**src/rtl/csr_access_arbiter.sv**
```systemverilog
// csr_access_arbiter
//   Shares the single CSR regfile access port between NumReq requesters
//   (commit-stage CSR unit, debug abstract commands, SoC config bus).
//   Round-robin grant with one transaction in flight at a time. Each op is
//   issued to the regfile for exactly one cycle, and the response is returned
//   to its owner one cycle later. A successful non-read op is followed by
//   HoldCycles quiet cycles so that regfile side effects can settle.
//
// Ports
//   clk_i, rst_i        clock, asynchronous active-high reset
//   req_valid_i         per-requester request valid
//   req_ready_o         one-hot accept strobe (combinational, IDLE only)
//   req_cmd_i           NumReq x 2 bit command: 00 read, 01 write, 10 set, 11 clear
//   req_addr_i          NumReq x 12 bit CSR address
//   req_wdata_i         NumReq x XLEN bit operand
//   rsp_valid_o         one-hot response strobe
//   rsp_rdata_o         read data returned to the owner (0 outside a response)
//   rsp_err_o           CSR exception for the returned access
//   halt_i              regfile halt; blocks new grants
//   csr_valid_o         one-cycle access strobe to the regfile
//   csr_cmd_o           command to the regfile
//   csr_addr_o          address to the regfile
//   csr_wdata_o         operand to the regfile
//   csr_rdata_i         regfile read data, valid with csr_valid_o
//   csr_exc_i           regfile exception, valid with csr_valid_o
//   busy_o              a transaction or quiet window is in progress
module csr_access_arbiter #(
    parameter int NumReq     = 3,
    parameter int XLEN       = 64,
    parameter int HoldCycles = 2
) (
    input  logic                     clk_i,
    input  logic                     rst_i,
    input  logic [NumReq-1:0]        req_valid_i,
    output logic [NumReq-1:0]        req_ready_o,
    input  logic [2*NumReq-1:0]      req_cmd_i,
    input  logic [12*NumReq-1:0]     req_addr_i,
    input  logic [XLEN*NumReq-1:0]   req_wdata_i,
    output logic [NumReq-1:0]        rsp_valid_o,
    output logic [XLEN-1:0]          rsp_rdata_o,
    output logic                     rsp_err_o,
    input  logic                     halt_i,
    output logic                     csr_valid_o,
    output logic [1:0]               csr_cmd_o,
    output logic [11:0]              csr_addr_o,
    output logic [XLEN-1:0]          csr_wdata_o,
    input  logic [XLEN-1:0]          csr_rdata_i,
    input  logic                     csr_exc_i,
    output logic                     busy_o
);

    localparam int          PtrW  = $clog2(NumReq);
    localparam int          HoldW = (HoldCycles > 1) ? $clog2(HoldCycles + 1) : 1;
    localparam int unsigned NR    = NumReq;

    typedef enum logic [1:0] {IDLE, ISSUE, RESP, HOLD} state_t;

    state_t            state;
    logic [PtrW-1:0]   rr_ptr;
    logic [PtrW-1:0]   owner;
    logic [1:0]        cmd_q;
    logic [11:0]       addr_q;
    logic [XLEN-1:0]   wdata_q;
    logic [XLEN-1:0]   rdata_q;
    logic              exc_q;
    logic [HoldW-1:0]  hold_cnt;

    logic [PtrW-1:0]   winner;
    logic [PtrW-1:0]   idx;
    logic              found;
    logic              grant;
    logic [1:0]        sel_cmd;
    logic [11:0]       sel_addr;
    logic [XLEN-1:0]   sel_wdata;

    // First valid requester at or above rr_ptr, wrapping around.
    always_comb begin
        found  = 1'b0;
        winner = '0;
        idx    = '0;
        for (int unsigned i = 0; i < NR; i++) begin
            idx = PtrW'((32'(rr_ptr) + i) % NR);
            if (!found && req_valid_i[idx]) begin
                found  = 1'b1;
                winner = idx;
            end
        end
    end

    always_comb begin
        sel_cmd   = '0;
        sel_addr  = '0;
        sel_wdata = '0;
        for (int unsigned i = 0; i < NR; i++) begin
            if (winner == PtrW'(i)) begin
                sel_cmd   = req_cmd_i[2*i +: 2];
                sel_addr  = req_addr_i[12*i +: 12];
                sel_wdata = req_wdata_i[XLEN*i +: XLEN];
            end
        end
    end

    assign grant = (state == IDLE) && !halt_i && found;

    // Gated by rst_i so that every output reads 0 while reset is held.
    always_comb begin
        req_ready_o = '0;
        if (grant && !rst_i) begin
            req_ready_o[winner] = 1'b1;
        end
    end

    always_comb begin
        rsp_valid_o = '0;
        if (state == RESP) begin
            rsp_valid_o[owner] = 1'b1;
        end
    end

    assign rsp_rdata_o = (state == RESP) ? rdata_q : '0;
    assign rsp_err_o   = (state == RESP) && exc_q;
    assign csr_valid_o = (state == ISSUE);
    assign csr_cmd_o   = csr_valid_o ? cmd_q   : '0;
    assign csr_addr_o  = csr_valid_o ? addr_q  : '0;
    assign csr_wdata_o = csr_valid_o ? wdata_q : '0;
    assign busy_o      = (state != IDLE);

    always_ff @(posedge clk_i or posedge rst_i) begin
        if (rst_i) begin
            state    <= IDLE;
            rr_ptr   <= '0;
            owner    <= '0;
            cmd_q    <= '0;
            addr_q   <= '0;
            wdata_q  <= '0;
            rdata_q  <= '0;
            exc_q    <= 1'b0;
            hold_cnt <= '0;
        end else begin
            case (state)
                IDLE: begin
                    if (grant) begin
                        cmd_q   <= sel_cmd;
                        addr_q  <= sel_addr;
                        wdata_q <= sel_wdata;
                        owner   <= winner;
                        rr_ptr  <= (winner == PtrW'(NumReq - 1)) ? '0 : winner + 1'b1;
                        state   <= ISSUE;
                    end
                end
                ISSUE: begin
                    rdata_q <= csr_rdata_i;
                    exc_q   <= csr_exc_i;
                    state   <= RESP;
                end
                RESP: begin
                    if (cmd_q != 2'b00 && !exc_q && HoldCycles > 0) begin
                        hold_cnt <= HoldW'(HoldCycles);
                        state    <= HOLD;
                    end else begin
                        state <= IDLE;
                    end
                end
                HOLD: begin
                    hold_cnt <= hold_cnt - 1'b1;
                    if (hold_cnt <= 1) begin
                        state <= IDLE;
                    end
                end
                default: state <= IDLE;
            endcase
        end
    end

endmodule

```
**config.mk**
```make
export PLATFORM = sky130hd
export DESIGN_NAME = csr_access_arbiter
export DESIGN_NICKNAME = d
export VERILOG_FILES = /design/src/rtl/csr_access_arbiter.sv
export SDC_FILE = /design/constraint.sdc
export NUM_CORES = 1
export LEC_CHECK = 0
export CORE_AREA = 2 2 176 178
export DETAILED_ROUTE_END_ITERATION = 10
export DIE_AREA = 0 0 178 180
export PLACE_DENSITY = 0.68
export SLEW_MARGIN = 20
export SYNTH_ARGS = -nofsm -noshare
export SYNTH_HDL_FRONTEND = slang
export SYNTH_SLANG_ARGS = --single-unit
```
**constraint.sdc**
```tcl
create_clock -name clk_i -period 7.1 [get_ports clk_i]
set_input_delay 1.065 -clock clk_i [delete_from_list [all_inputs] [get_ports clk_i]]
set_output_delay 1.065 -clock clk_i [all_outputs]
set_load 0.02 [all_outputs]
```
Yosys cells after proc, flatten, opt, wreduce, memory -nomap -nowiden
Index checks and enable logic that the tools add are counted.

cells by class
  $add $sub $neg = 4
  multipliers = 0
  div/mod/pow operators = 3
  magnitude comparators = 8
  eq/ne operators = 8
  shifts and indexed selects = 0
  multiplexer cells = 38
  bitwise gates (word level) = 0
  reduce and logical (&&, ||, !) cells = 22

operator list
  cell                                                                                  count
  64-bit 2-to-1 mux                                                                     5
  32-bit by 2-bit modulo with 32-bit output (second input constant)                     2
  12-bit 2-to-1 mux                                                                     4
  2-bit by 2-bit modulo with 32-bit output (second input constant)                      1
  2-bit 2-to-1 mux                                                                      12
  2-bit by 3-bit < comparator with 1-bit output (second input constant)                 5
  1-bit logical AND                                                                     9
  1-bit 2-to-1 mux                                                                      8
  2-bit case mux with 4 select lines                                                    1
  1-bit binary-select mux with 2-bit select                                             3
  2-bit equality test (second input constant)                                           3
  3-bit 2-to-1 mux                                                                      2
  2-bit AND reduction                                                                   3
  2-bit nonzero test                                                                    3
  1-bit logical NOT                                                                     5
  1-bit demux with 2-bit select                                                         2
  2-bit by 1-bit equality test with 1-bit output (second input constant)                2
  2-bit by 1-bit greater-or-equal comparator with 1-bit output (second input constant)  2
  2-bit logical NOT                                                                     2
  2-bit inequality test (second input constant)                                         2
  2-bit case mux with 2 select lines                                                    1
  2-bit by 1-bit adder with 3-bit output (second input constant)                        1
  2-bit by 2-bit adder with 3-bit output (second input constant)                        1
  2-bit by 1-bit adder with 2-bit output (second input constant)                        1
  3 further kinds                                                                       3

word-level totals
  flip-flop bits (word level) = 151
  latch bits = 0
  RAM bits = 0
  ROM bits = 0
  input bits = 305
  output and inout bits = 151
  memories kept = 0

Logic depth before layout (Yosys ltp)
Gate-level depths: netlist (run 1).

  word-level depth = 15
  depth in mapped cells = 12

Worst setup path before layout (run 1)
OpenSTA, ideal clock, no wires.

  path kind = input to output
  start = input port rst_i
  end = output port req_ready_o[1]
  arrival = 4.841 ns
  data required time = 6.035 ns
  setup slack = 1.194 ns
  stages = 2
  cell sequence = inv_1 > and3_1

on the way
  longest elaborated chain between the ends = 3

ends and longest elaborated chain
  element                      line  source
  start, declared              33    input logic rst_i,
  1-bit logical NOT (no line)  --
  1-bit logical AND            108   if (grant && !rst_i) begin
  3-bit 2-to-1 mux             108
  end, declared                35    output logic [NumReq-1:0] req_ready_o,

Every way passes these cells.

Final worst setup path (run 1)
  start = input port req_valid_i[1]
  end = output port req_ready_o[0]

on the way
  longest elaborated chain between the ends = 14

ends and longest elaborated chain
  element                                                                                                                                                     line  source
  start, declared                                                                                                                                             34    input logic [NumReq-1:0] req_valid_i,
  1-bit binary-select mux with 2-bit select                                                                                                                   83    if (!found && req_valid_i[idx]) begin
  1-bit 2-to-1 mux (not written as such)                                                                                                                      83
  1-bit 2-to-1 mux                                                                                                                                            83
  1-bit logical NOT                                                                                                                                           83
  1-bit logical AND                                                                                                                                           83
  1-bit 2-to-1 mux                                                                                                                                            83
  1-bit logical NOT                                                                                                                                           83
  1-bit logical AND                                                                                                                                           83
  2-bit 2-to-1 mux                                                                                                                                            83
  2-bit by 3-bit < comparator with 1-bit output (not written as such) / 2-bit by 1-bit greater-or-equal comparator with 1-bit output (equally long branches)  109   req_ready_o[winner] = 1'b1;
  1-bit logical AND (not written as such)                                                                                                                     109
  1-bit 2-to-1 mux (not written as such)                                                                                                                      109
  1-bit demux with 2-bit select                                                                                                                               109
  3-bit 2-to-1 mux (*)                                                                                                                                        108

Every way passes the cells marked *; elsewhere a longest branch is shown, timed or not. The select of a mux whose other input is x is not followed.

==> impl_results.md, run 1 <==
- EDFF count, synth: 0
- Crit Path Max Fanout: 12
- H-tree Lvls: 4
- Post-DP Area: ~13000 um^2
- Setup crit start kind: input port
- Internal power: about 3400 uW
- Fraction of registers with async set/reset: between 90% and 100%
- Max-cap viol count: 0
- Clk sink count: between 150 and 200
- Status: finished, final reports clean
- Longest Clk Path Bufs: 2
- First-pass GRT wire length: 47950 um
- Part of the cycle the worst path needs: 74.52%
- VDD IR max: 0.3387 mV
- Ys flop type: dfrtp_1
- Post-Syn Instances: 813
- Share of layout cells above drive strength 1: 9.486%
- CP Data Required Time: 6.03 ns
- Remaining DRCs: 0
- Most frequent cells in the layout: clkdlybuf4s50_1, dfrtp_1, and2_1, mux2i_1, mux2_2
- Post-Syn Area: ~8100 um^2
- Synth warnings: 0
- Hold path depth: 2
- Area grow syn2layout: 67.50%
- Seq pwr share: between 20% and 30%
- Vias/cell: between 4 and 5
- Die area: 32040 um^2
- Least-Margin Pin Slew: between 1 and 1.5 ns
- Post-CTS setup buffer count: 0
- Number of max-slew violations in the final report: 0
- Total CTS buffers: 17
- Register area share after synthesis: between 40% and 50%
- Clock power share: roughly 16%
- Reg2reg path depth: 10
- Overall Power: about 5900 uW
- CTS tree: built
- Worst hold path type: reg -> reg
- Final Hold Viols: 0
- Synth cell types: 38
- Placed cells: around 1.6k
- Comb pwr share: approximately 58%
- Root Buffer: clkbuf_16
- Synth area leader: dfrtp_1
- HPWL after DPL: 23450 um
- Initial drt markers: around 380
- Worst path arrival time: 4.23 ns
- Critical path class: in -> out
- Initial Util: a little over a quarter
- Antenna violations before repair: 3
- Maximum number of pins on one net before global-route repair: slightly below 80
- Area share of the largest cell type after synthesis: a little under half
- Non-filler cells, final: roughly 1.6k
- NetSw: 2479 uW
- Total number of vias: between 7k and 8k
- Post-route cell area: 13640 um^2
- Worst slew margin: 20.75%
- Worst skew pair latency: between 0.4 and 0.5 ns
- Wire length per cell: between 15 and 20 um
- Pwr Density: roughly 430 nW/um^2
- Post-CTS sizing: 0
- Net Count, Synth: 1123
- RD Place Congestion: a little over 0.9
- Fin util: between 40% and 50%
- Setup_tns: 0 ns
- Pleak: roughly 0.0054 uW
- Final ANT Viol Nets: 0
- Core box area: ~30000 um^2
- Vias in the first global route: slightly above 8k
- Port Buffer Count: around 460
- Commonest non-fill, non-tap cell in the layout: clkdlybuf4s50_1
- CTS clk-pin slew, worst paths: 0.07 ns
- Final #Nets: 1541
- Critical Path Sink Type: output port
- Mean area per synthesized cell: ~10 um^2
- GRT overflow: 0
- Final setup viols: 0
- Drt total wl: approximately 32000 um
- RSZ-0062 raised after global routing: no
- DR pass1 iterations: 5
- Synth area leaders: dfrtp_1, and2_1, mux2i_1
- Die span in x: 178 um
- Hold buffer count at CTS: 0
- Fmax: between 0.15 and 0.2 GHz
- Cell Rows: between 60 and 70
- Clk_skew: about 0.014 ns
- Minimum clock period: approximately 5.3 ns
- Yosys reg bits: approximately 150
- Total global-route track usage: about a fifth
- Die Span Y: 180 um
- Num ports: 456
- Sw Share: between 40% and 50%
-- worst max-delay path: stages --
cell             delay [ns]
clkdlybuf4s50_1        0.45
and2_1                 0.18
a2111oi_0              1.00
nor4_1                 0.14
o32a_2                 0.40
nor4_1                 0.32
clkdlybuf4s50_1        0.67
-- path summary, 6_finish.rpt --
check                               start        endpoint  slack, ns
max in group asynchronous           rst_i       addr_q[3]       4.83
min in group asynchronous           rst_i     wdata_q[48]       1.05
setup / recovery           req_valid_i[1]  req_ready_o[0]       1.81
hold reg to reg               wdata_q[60]     wdata_q[60]       0.49
setup reg to reg                rr_ptr[1]        cmd_q[0]       3.20
hold / removal                wdata_q[60]     wdata_q[60]       0.49
-- final cells by class --
type / instances / area, um^2
clock buffers: 18 / 439.2
fillers: 2877 / 16550
diodes: 3 / 7.507
clock inverters: 14 / 136.4
repair buffers: 467 / 4664
inverters: 5 / 23.77
multi-input cells: 589 / 4098
well taps: 396 / 495.5
flip-flops and latches: 151 / 3779
-- logic make-up (layout without fill, tap and decap cells) --
kind of cell               Yosys count  count (layout)  synth area share, %
AOI/OAI and AO/OA                  150             150                11.26
adders and majority gates            5               5               0.7680
buffers and inverters               73             504                3.886
DFF                                151             151                46.39
muxes                              144             144                18.69
other                                0               3                    0
and+or+nand+nor                    290             290                19.00
-- synthesized netlist by cell type (all sizes together), types with 2 or more instances --
master and instances:
o211ai 27, mux2i 79, buf 29, o21ai 8
and3 3, nand2 36, or3 3, and2 145
inv 5, clkbuf 39, nor3b 3, mux2 65
nand3 26, nor2b 3, o22ai 52, nor2 60
nand2b 5, a21oi 54, nor4 2, dfrtp 151
ha 5
-- state kept, by name, summed over array words and instances (netlist names) --
signal	cells
exc_q	1
cmd_q	2
rdata_q	64
addr_q	12
state	2
wdata_q	64
rr_ptr	2
owner	2
hold_cnt	2
-- per-stage QoR --
step / hold slack (ns) / worst slack, ns
2_1_floorplan: 0.4584 / 1.194
6_report: 0.4865 / 1.809
3_5_place_dp: 0.4776 / 1.922
4_1_cts: 0.4927 / 1.858
5_1_grt: 0.5087 / 1.734
3_3_place_gp: 0.4699 / 2.009
-- per-layer routing --
metal  global-route usage (%)  part of all wire (%)  up-vias
li1                         -                     -     3665
met1                    23.49                    39     3780
met2                    33.41                    50      383
met3                    6.176                   9.5       28
met4                    5.738                   1.6        0
met5                        0                     0        -
-- power groups by stage --
stage	clock [uW]	combinational (uW)	sequential, uW
2_1_floorplan	0	2240	1460
3_3_place_gp	0	3380	1530
3_5_place_dp	0	3440	1550
4_1_cts	947	3450	1540
5_1_grt	982	3670	1590
6_report	919	3400	1540
Power figures use the tool's default switching activity.
==> inputs of run 2 (changes only) <==
==> constraint.sdc (replaced) <==
create_clock -name clk_i -period 5 [get_ports clk_i]
set_input_delay 0.75 -clock clk_i [delete_from_list [all_inputs] [get_ports clk_i]]
set_output_delay 0.75 -clock clk_i [all_outputs]
set_load 0.02 [all_outputs]
==> impl_results.md, run 2 (synthesis results as in run 1) <==
- Status: finished, final reports clean (unchanged)
- CTS clk-pin slew, worst paths: 0.07 ns (about the same)
- Pleak: 0.005426 uW (was 0.005441 uW)
- Worst path arrival time: 3.83 ns (was 4.23 ns)
- Comb pwr share: 58.2% (was 58.0%)
- RSZ-0062 raised after global routing: no (unchanged)
- Max-cap viol count: 0 (unchanged)
- Sequential cell area: 3779 um^2 (unchanged)
- Final Hold Viols: 0 (unchanged)
- Area of the multi-input gates: 4098 um^2 (unchanged)
- Remaining DRCs: 0 (unchanged)
- Post-DP Area: 13070 um^2 (was 13060 um^2)
- Crit Path Max Fanout: 6 (was 12)
- Placed cells: 1607 (was 1608)
- Most frequent cells in the layout: clkdlybuf4s50_1, dfrtp_1, and2_1, mux2i_1, mux2_2 (unchanged)
- Wire length per cell: 18.66 um (was 19.73 um)
- Worst skew pair latency: 0.43 ns (about the same)
- Post-route cell area: 13640 um^2 (about the same)
- GRT overflow: 0 (unchanged)
- Post-CTS setup buffer count: 0 (unchanged)
- Critical path class: in -> out (unchanged)
- Commonest non-fill, non-tap cell in the layout: clkdlybuf4s50_1 (unchanged)
- Worst path buffer plus inverter count: 2 (unchanged)
- Antenna violations before repair: 2 (was 3)
- Worst path top cell family by delay: buffers and inverters (was compound AO/OA/AOI/OAI gates)
- Peak per-stage delay on the critical path: 0.74 ns (was 1.00 ns)
- Initial drt markers: 357 (was 382)
- Seq pwr share: 26.2% (was 26.3%)
- Final #Nets: 1540 (was 1541)
- Non-filler cells, final: 1641 (was 1643)
- Setup_tns: 0 ns (unchanged)
- Vias/cell: 4.745 (was 4.781)
- Root Buffer: clkbuf_16 (unchanged)
- Clock power share: 15.6% (was 15.7%)
- Fmax: 0.2183 GHz
- Hold buffer count at CTS: 0 (unchanged)
- Total global-route track usage: 18.74% (was 19.59%)
- Least-Margin Pin Slew: 1.018 ns (was 1.159 ns)
- Longest Clk Path Bufs: 2 (unchanged)
- Filler instances: 2888 (was 2877)
- Drt total wl: 30620 um (was 32410 um)
- Die Span Y: 180 um (unchanged)
- Cell Rows: 64 (unchanged)
- Worst slew margin: 32.12% (was 20.75%)
- RD Place Congestion: 0.8214 (was 0.9064)
- Fin util: 45.19% (about the same)
- DR pass1 iterations: 5 (unchanged)
- Clk sink count: 151 (unchanged)
- NetSw: 3473 uW (was 2479 uW)
- Total CTS buffers: 17 (unchanged)
- Worst path cell trace: clkdlybuf4s50_1 > nand3b_1 > o21ai_1 > or3_1 > o32a_2 > nor4_1 > clkdlybuf4s50_1 (was clkdlybuf4s50_1 > and2_1 > a2111oi_0 > nor4_1 > o32a_2 > nor4_1 > clkdlybuf4s50_1)
- Part of the cycle the worst path needs: about 90%
- Minimum clock period: 4.581 ns
- Total number of vias: 7786 (was 7856)
- Port Buffer Count: 455 (unchanged)
- Sw Share: 42.00% (was 42.29%)
- Die area: 32040 um^2 (unchanged)
- Worst hold path type: reg -> reg (unchanged)
- CTS tree: built (unchanged)
- Number of max-slew violations in the final report: 0 (unchanged)
- Setup crit start kind: input port (unchanged)
- CP Data Required Time: 4.25 ns (was 6.03 ns)
- Share of layout cells above drive strength 1: 9.332% (was 9.486%)
- Top cell by count, worst path: clkdlybuf4s50_1
- Final ANT Viol Nets: 0 (unchanged)
- Initial Util: 26.98% (unchanged)
- Pwr Density: 606.1 nW/um^2 (was 429.7 nW/um^2)
- First-pass GRT wire length: 46260 um (was 47950 um)
- Critical Path Sink Type: output port (unchanged)
- CP max stage cell: clkdlybuf4s50_1 (was a2111oi_0)
- Area grow syn2layout: 67.48% (was 67.50%)
- Clk_skew: 0.01226 ns (was 0.01357 ns)
- Die span in x: 178 um (unchanged)
- Post-CTS sizing: 0 (unchanged)
- H-tree Lvls: 4 (unchanged)
- Internal power: 4796 uW (was 3383 uW)
- Maximum number of pins on one net before global-route repair: 145 (was 79)
- HPWL after DPL: 21810 um (was 23450 um)
- VDD IR max: 0.7777 mV (was 0.3387 mV)
- Vias in the first global route: 8100 (was 8109)
- Num ports: 456 (unchanged)
- Core box area: 30190 um^2 (unchanged)
- Top flop regs: rdata_q x64, wdata_q x64, addr_q x12 (unchanged)
- Final setup viols: 0 (unchanged)
[run 2: cell type report]
type | count | area share (%)
repair buffers | 466 | 34.27
diodes | 2 | 0.03669
clock buffers | 18 | 3.146
multi-input cells | 589 | 30.04
flip-flops and latches | 151 | 27.70
well taps | 396 | 3.632
clock inverters | 14 | 1.018
inverters | 5 | 0.1651
[run 2: path summary, 6_finish.rpt]
| kind | depth (start not counted) | slack (ns) | endpoint | start |
|---|---|---|---|---|
| setup / recovery | 7 | 0.42 | req_ready_o[0] | req_valid_i[2] |
| hold / removal | 2 | 0.49 | wdata_q[45] | wdata_q[45] |
| setup reg to reg | 9 | 1.39 | wdata_q[62] | rr_ptr[0] |
| hold reg to reg | 2 | 0.49 | wdata_q[45] | wdata_q[45] |
| max in group asynchronous | 4 | 2.64 | rdata_q[36] | rst_i |
| min in group asynchronous | 3 | 0.87 | cmd_q[1] | rst_i |
[run 2: worst register-to-register path: cells and delay by family (launching register included)]
family	cells	cell delay, ns
compound gates	4	1.00
fa+ha+maj	1	0.43
buf+inv	2	0.61
flops	1	0.39
simple gates	2	1.03
[run 2: power groups by stage]
stage | clock, uW | sequential [uW] | combinational [uW]
after floorplan | 0 | 2070 | 3180
after global placement | 0 | 2160 | 4760
after detailed placement | 0 | 2180 | 4860
after CTS | 1330 | 2170 | 4860
after global routing | 1390 | 2250 | 5180
final | 1290 | 2170 | 4810
[run 2: layer usage]
metal,GRT usage (%),routed length (um)
met2,32.23,14980
met4,5.836,408
met5,0,0
met3,5.393,2610
met1,22.40,12620
[run 2: stage by stage]
stage                     setup slack (ns)  hold WS (ns)  total power [uW]
after floorplan                     0.7596        0.4584              5254
after global placement              0.4786        0.4695              6921
after detailed placement            0.4136        0.4772              7035
after CTS                           0.3972        0.4921              8357
after global routing                0.2804        0.5054              8819
final                               0.4187        0.4852              8268
==> inputs of run 3 (changes only) <==
--- a/config.mk
+++ b/config.mk
@@ -5,10 +5,11 @@
 export SDC_FILE = /design/constraint.sdc
 export NUM_CORES = 1
 export LEC_CHECK = 0
-export CORE_AREA = 2 2 176 178
+export CORE_AREA = 5 5 174 176
 export DETAILED_ROUTE_END_ITERATION = 10
-export DIE_AREA = 0 0 178 180
-export PLACE_DENSITY = 0.68
+export DIE_AREA = 0 0 179 181
+export GPL_ROUTABILITY_DRIVEN = 0
+export PLACE_DENSITY = 0.71
 export SLEW_MARGIN = 20
 export SYNTH_ARGS = -nofsm -noshare
 export SYNTH_HDL_FRONTEND = slang
==> impl_results.md, run 3 (synthesis results as in run 1) <==
- Minimum clock period: 4.124 ns (was 4.581 ns)
- R2R setup slack: 1.37 ns (was 1.39 ns)
- Setup_tns: 0 ns (unchanged)
- Worst skew pair latency: 0.43 ns (about the same)
- Top cell by count, worst path: clkdlybuf4s50_1 (unchanged)
- Post-DP Area: 13080 um^2 (was 13070 um^2)
- Core box area: 28470 um^2 (was 30190 um^2)
- Final #Nets: 1544 (was 1540)
- Final ANT Viol Nets: 0 (unchanged)
- Final setup viols: 0 (unchanged)
- Antenna violations before repair: 6 (was 2)
- DR pass1 iterations: 4 (was 5)
- H-tree Lvls: 4 (unchanged)
- Port Buffer Count: 455 (unchanged)
- CP Data Required Time: 4.25 ns (about the same)
- Drt total wl: 33900 um (was 30620 um)
- Setup crit start kind: input port (unchanged)
- Die span in x: 179 um (was 178 um)
- RSZ-0062 raised after global routing: no (unchanged)
- Commonest non-fill, non-tap cell in the layout: clkdlybuf4s50_1 (unchanged)
- Area grow syn2layout: 67.23% (was 67.48%)
- Post-CTS sizing: 0 (unchanged)
- Worst hold path type: reg -> reg (unchanged)
- Worst path arrival time: 3.37 ns (was 3.83 ns)
- Vias in the first global route: 8309 (was 8100)
- CTS tree: built (unchanged)
- Critical Path Sink Type: output port (unchanged)
- VDD IR max: 0.4212 mV (was 0.7777 mV)
- Longest Clk Path Bufs: 2 (unchanged)
- First-pass GRT wire length: 50560 um (was 46260 um)
- Remaining DRCs: 0 (unchanged)
- Most frequent cells in the layout: clkdlybuf4s50_1, dfrtp_1, and2_1, mux2i_1, mux2_2 (unchanged)
- Total CTS buffers: 17 (unchanged)
- Fmax: 0.2425 GHz (was 0.2183 GHz)
- Initial drt markers: 364 (was 357)
- Number of max-slew violations in the final report: 0 (unchanged)
- Vias/cell: 4.815 (was 4.745)
- Num ports: 456 (unchanged)
- CP max stage cell: clkdlybuf4s50_1 (unchanged)
- Peak per-stage delay on the critical path: 0.55 ns (was 0.74 ns)
- Post-route cell area: 13620 um^2 (was 13640 um^2)
- Max-cap viol count: 0 (unchanged)
- Die Span Y: 181 um (was 180 um)
- Total global-route track usage: 20.28% (was 18.74%)
- Root Buffer: clkbuf_16 (unchanged)
- Worst path cell trace: clkdlybuf4s50_1 > and2_1 > or3_1 > a2111o_1 > and2_4 > and3_1 > clkdlybuf4s50_1 (was clkdlybuf4s50_1 > nand3b_1 > o21ai_1 > or3_1 > o32a_2 > nor4_1 > clkdlybuf4s50_1)
- Least-Margin Pin Slew: 0.9661 ns (was 1.018 ns)
- Clk_skew: 0.01233 ns (was 0.01226 ns)
- Hold buffer count at CTS: 0 (unchanged)
- Maximum number of pins on one net before global-route repair: 83 (was 145)
- Worst slew margin: 35.59% (was 32.12%)
- Top flop regs: rdata_q x64, wdata_q x64, addr_q x12 (unchanged)
- Wire length per cell: 20.80 um (was 18.66 um)
- Overall Power: 8273 uW (was 8268 uW)
- CTS clk-pin slew, worst paths: 0.06 ns (was 0.07 ns)
- Cell Rows: 62 (was 64)
- Status: finished, final reports clean (unchanged)
- Critical path class: in -> out (unchanged)
- Pleak: 0.005420 uW (was 0.005426 uW)
- HPWL after DPL: 25110 um (was 21810 um)
- GRT overflow: 0 (unchanged)
- Post-CTS setup buffer count: 0 (unchanged)
- Clk sink count: 151 (unchanged)
- Placed cells: 1599 (was 1607)
- Non-filler cells, final: 1630 (was 1641)
- Crit Path Max Fanout: 30 (was 6)
- Initial Util: 28.61% (was 26.98%)
- Total number of vias: 7849 (was 7786)
- Part of the cycle the worst path needs: 82.49% (was 91.63%)
- Final Hold Viols: 0 (unchanged)
- Share of layout cells above drive strength 1: 9.398% (was 9.332%)
- Filler instances: 2659 (was 2888)
- Die area: 32400 um^2 (was 32040 um^2)
- Pwr Density: 607.4 nW/um^2 (was 606.1 nW/um^2)
[run 3: cell types whose count changed in the layout (fill, tap and decap cells not counted), sizes merged]
cell / previous run / this run
clkinvlp: 3 / 6
inv: 12 / 6
clkbuf: 18 / 19
buf: 11 / 15
diode: 2 / 1
[run 3: routing by layer]
layer | up-vias | share of wire [%] | GRT usage [%]
met3 | 29 | 11 | 8.089
met5 | - | 0.18 | 0
met1 | 3799 | 40 | 24.90
met2 | 344 | 48 | 33.43
li1 | 3669 | - | -
met4 | 8 | 1.4 | 4.698
[run 3: through the flow]
step	utilization (%)	hold slack [ns]	setup WS, ns
after floorplan	-	0.4584	0.7596
after global placement	45.84	0.4696	0.8943
after detailed placement	45.94	0.4784	0.7499
after CTS	47.82	0.4924	0.8399
after global routing	47.85	0.5142	0.6899
final	47.85	0.4869	0.8756
[run 3: worst max-delay path: cells and delay by family]
| kind | cells | cell delay (ns) |
|---|---|---|
| and+or+nand+nor | 4 | 1.12 |
| buffers and inverters | 2 | 1.03 |
| AOI/OAI and AO/OA | 1 | 0.46 |
[run 3: where the power goes]
| group | internal [uW] | switching [uW] | total, uW |
|---|---|---|---|
| clock | 681 | 551 | 1230 |
| combinational | 2250 | 2610 | 4860 |
| sequential | 1860 | 319 | 2180 |
[run 3: worst paths after layout]
kind | endpoint | from | cells past startpoint
worst max-delay path | req_ready_o[2] | req_valid_i[1] | 7
worst min-delay path | wdata_q[61] | wdata_q[61] | 2
worst max register to register | wdata_q[61] | rr_ptr[0] | 11
worst min register to register | wdata_q[61] | wdata_q[61] | 2
max in group asynchronous | wdata_q[3] | rst_i | 3
min in group asynchronous | rr_ptr[0] | rst_i | 2
[run 3: cell type report]
cell class              instances  area, um^2  share of cell area (%)
inverters                       5       22.52                  0.1653
flip-flops and latches        151        3779                   27.74
diodes                          1       2.502                 0.01837
well taps                     384       480.5                   3.527
clock buffers                  19       432.9                   3.178
repair buffers                470        4703                   34.53
clock inverters                11       103.9                  0.7624
multi-input cells             589        4098                   30.08
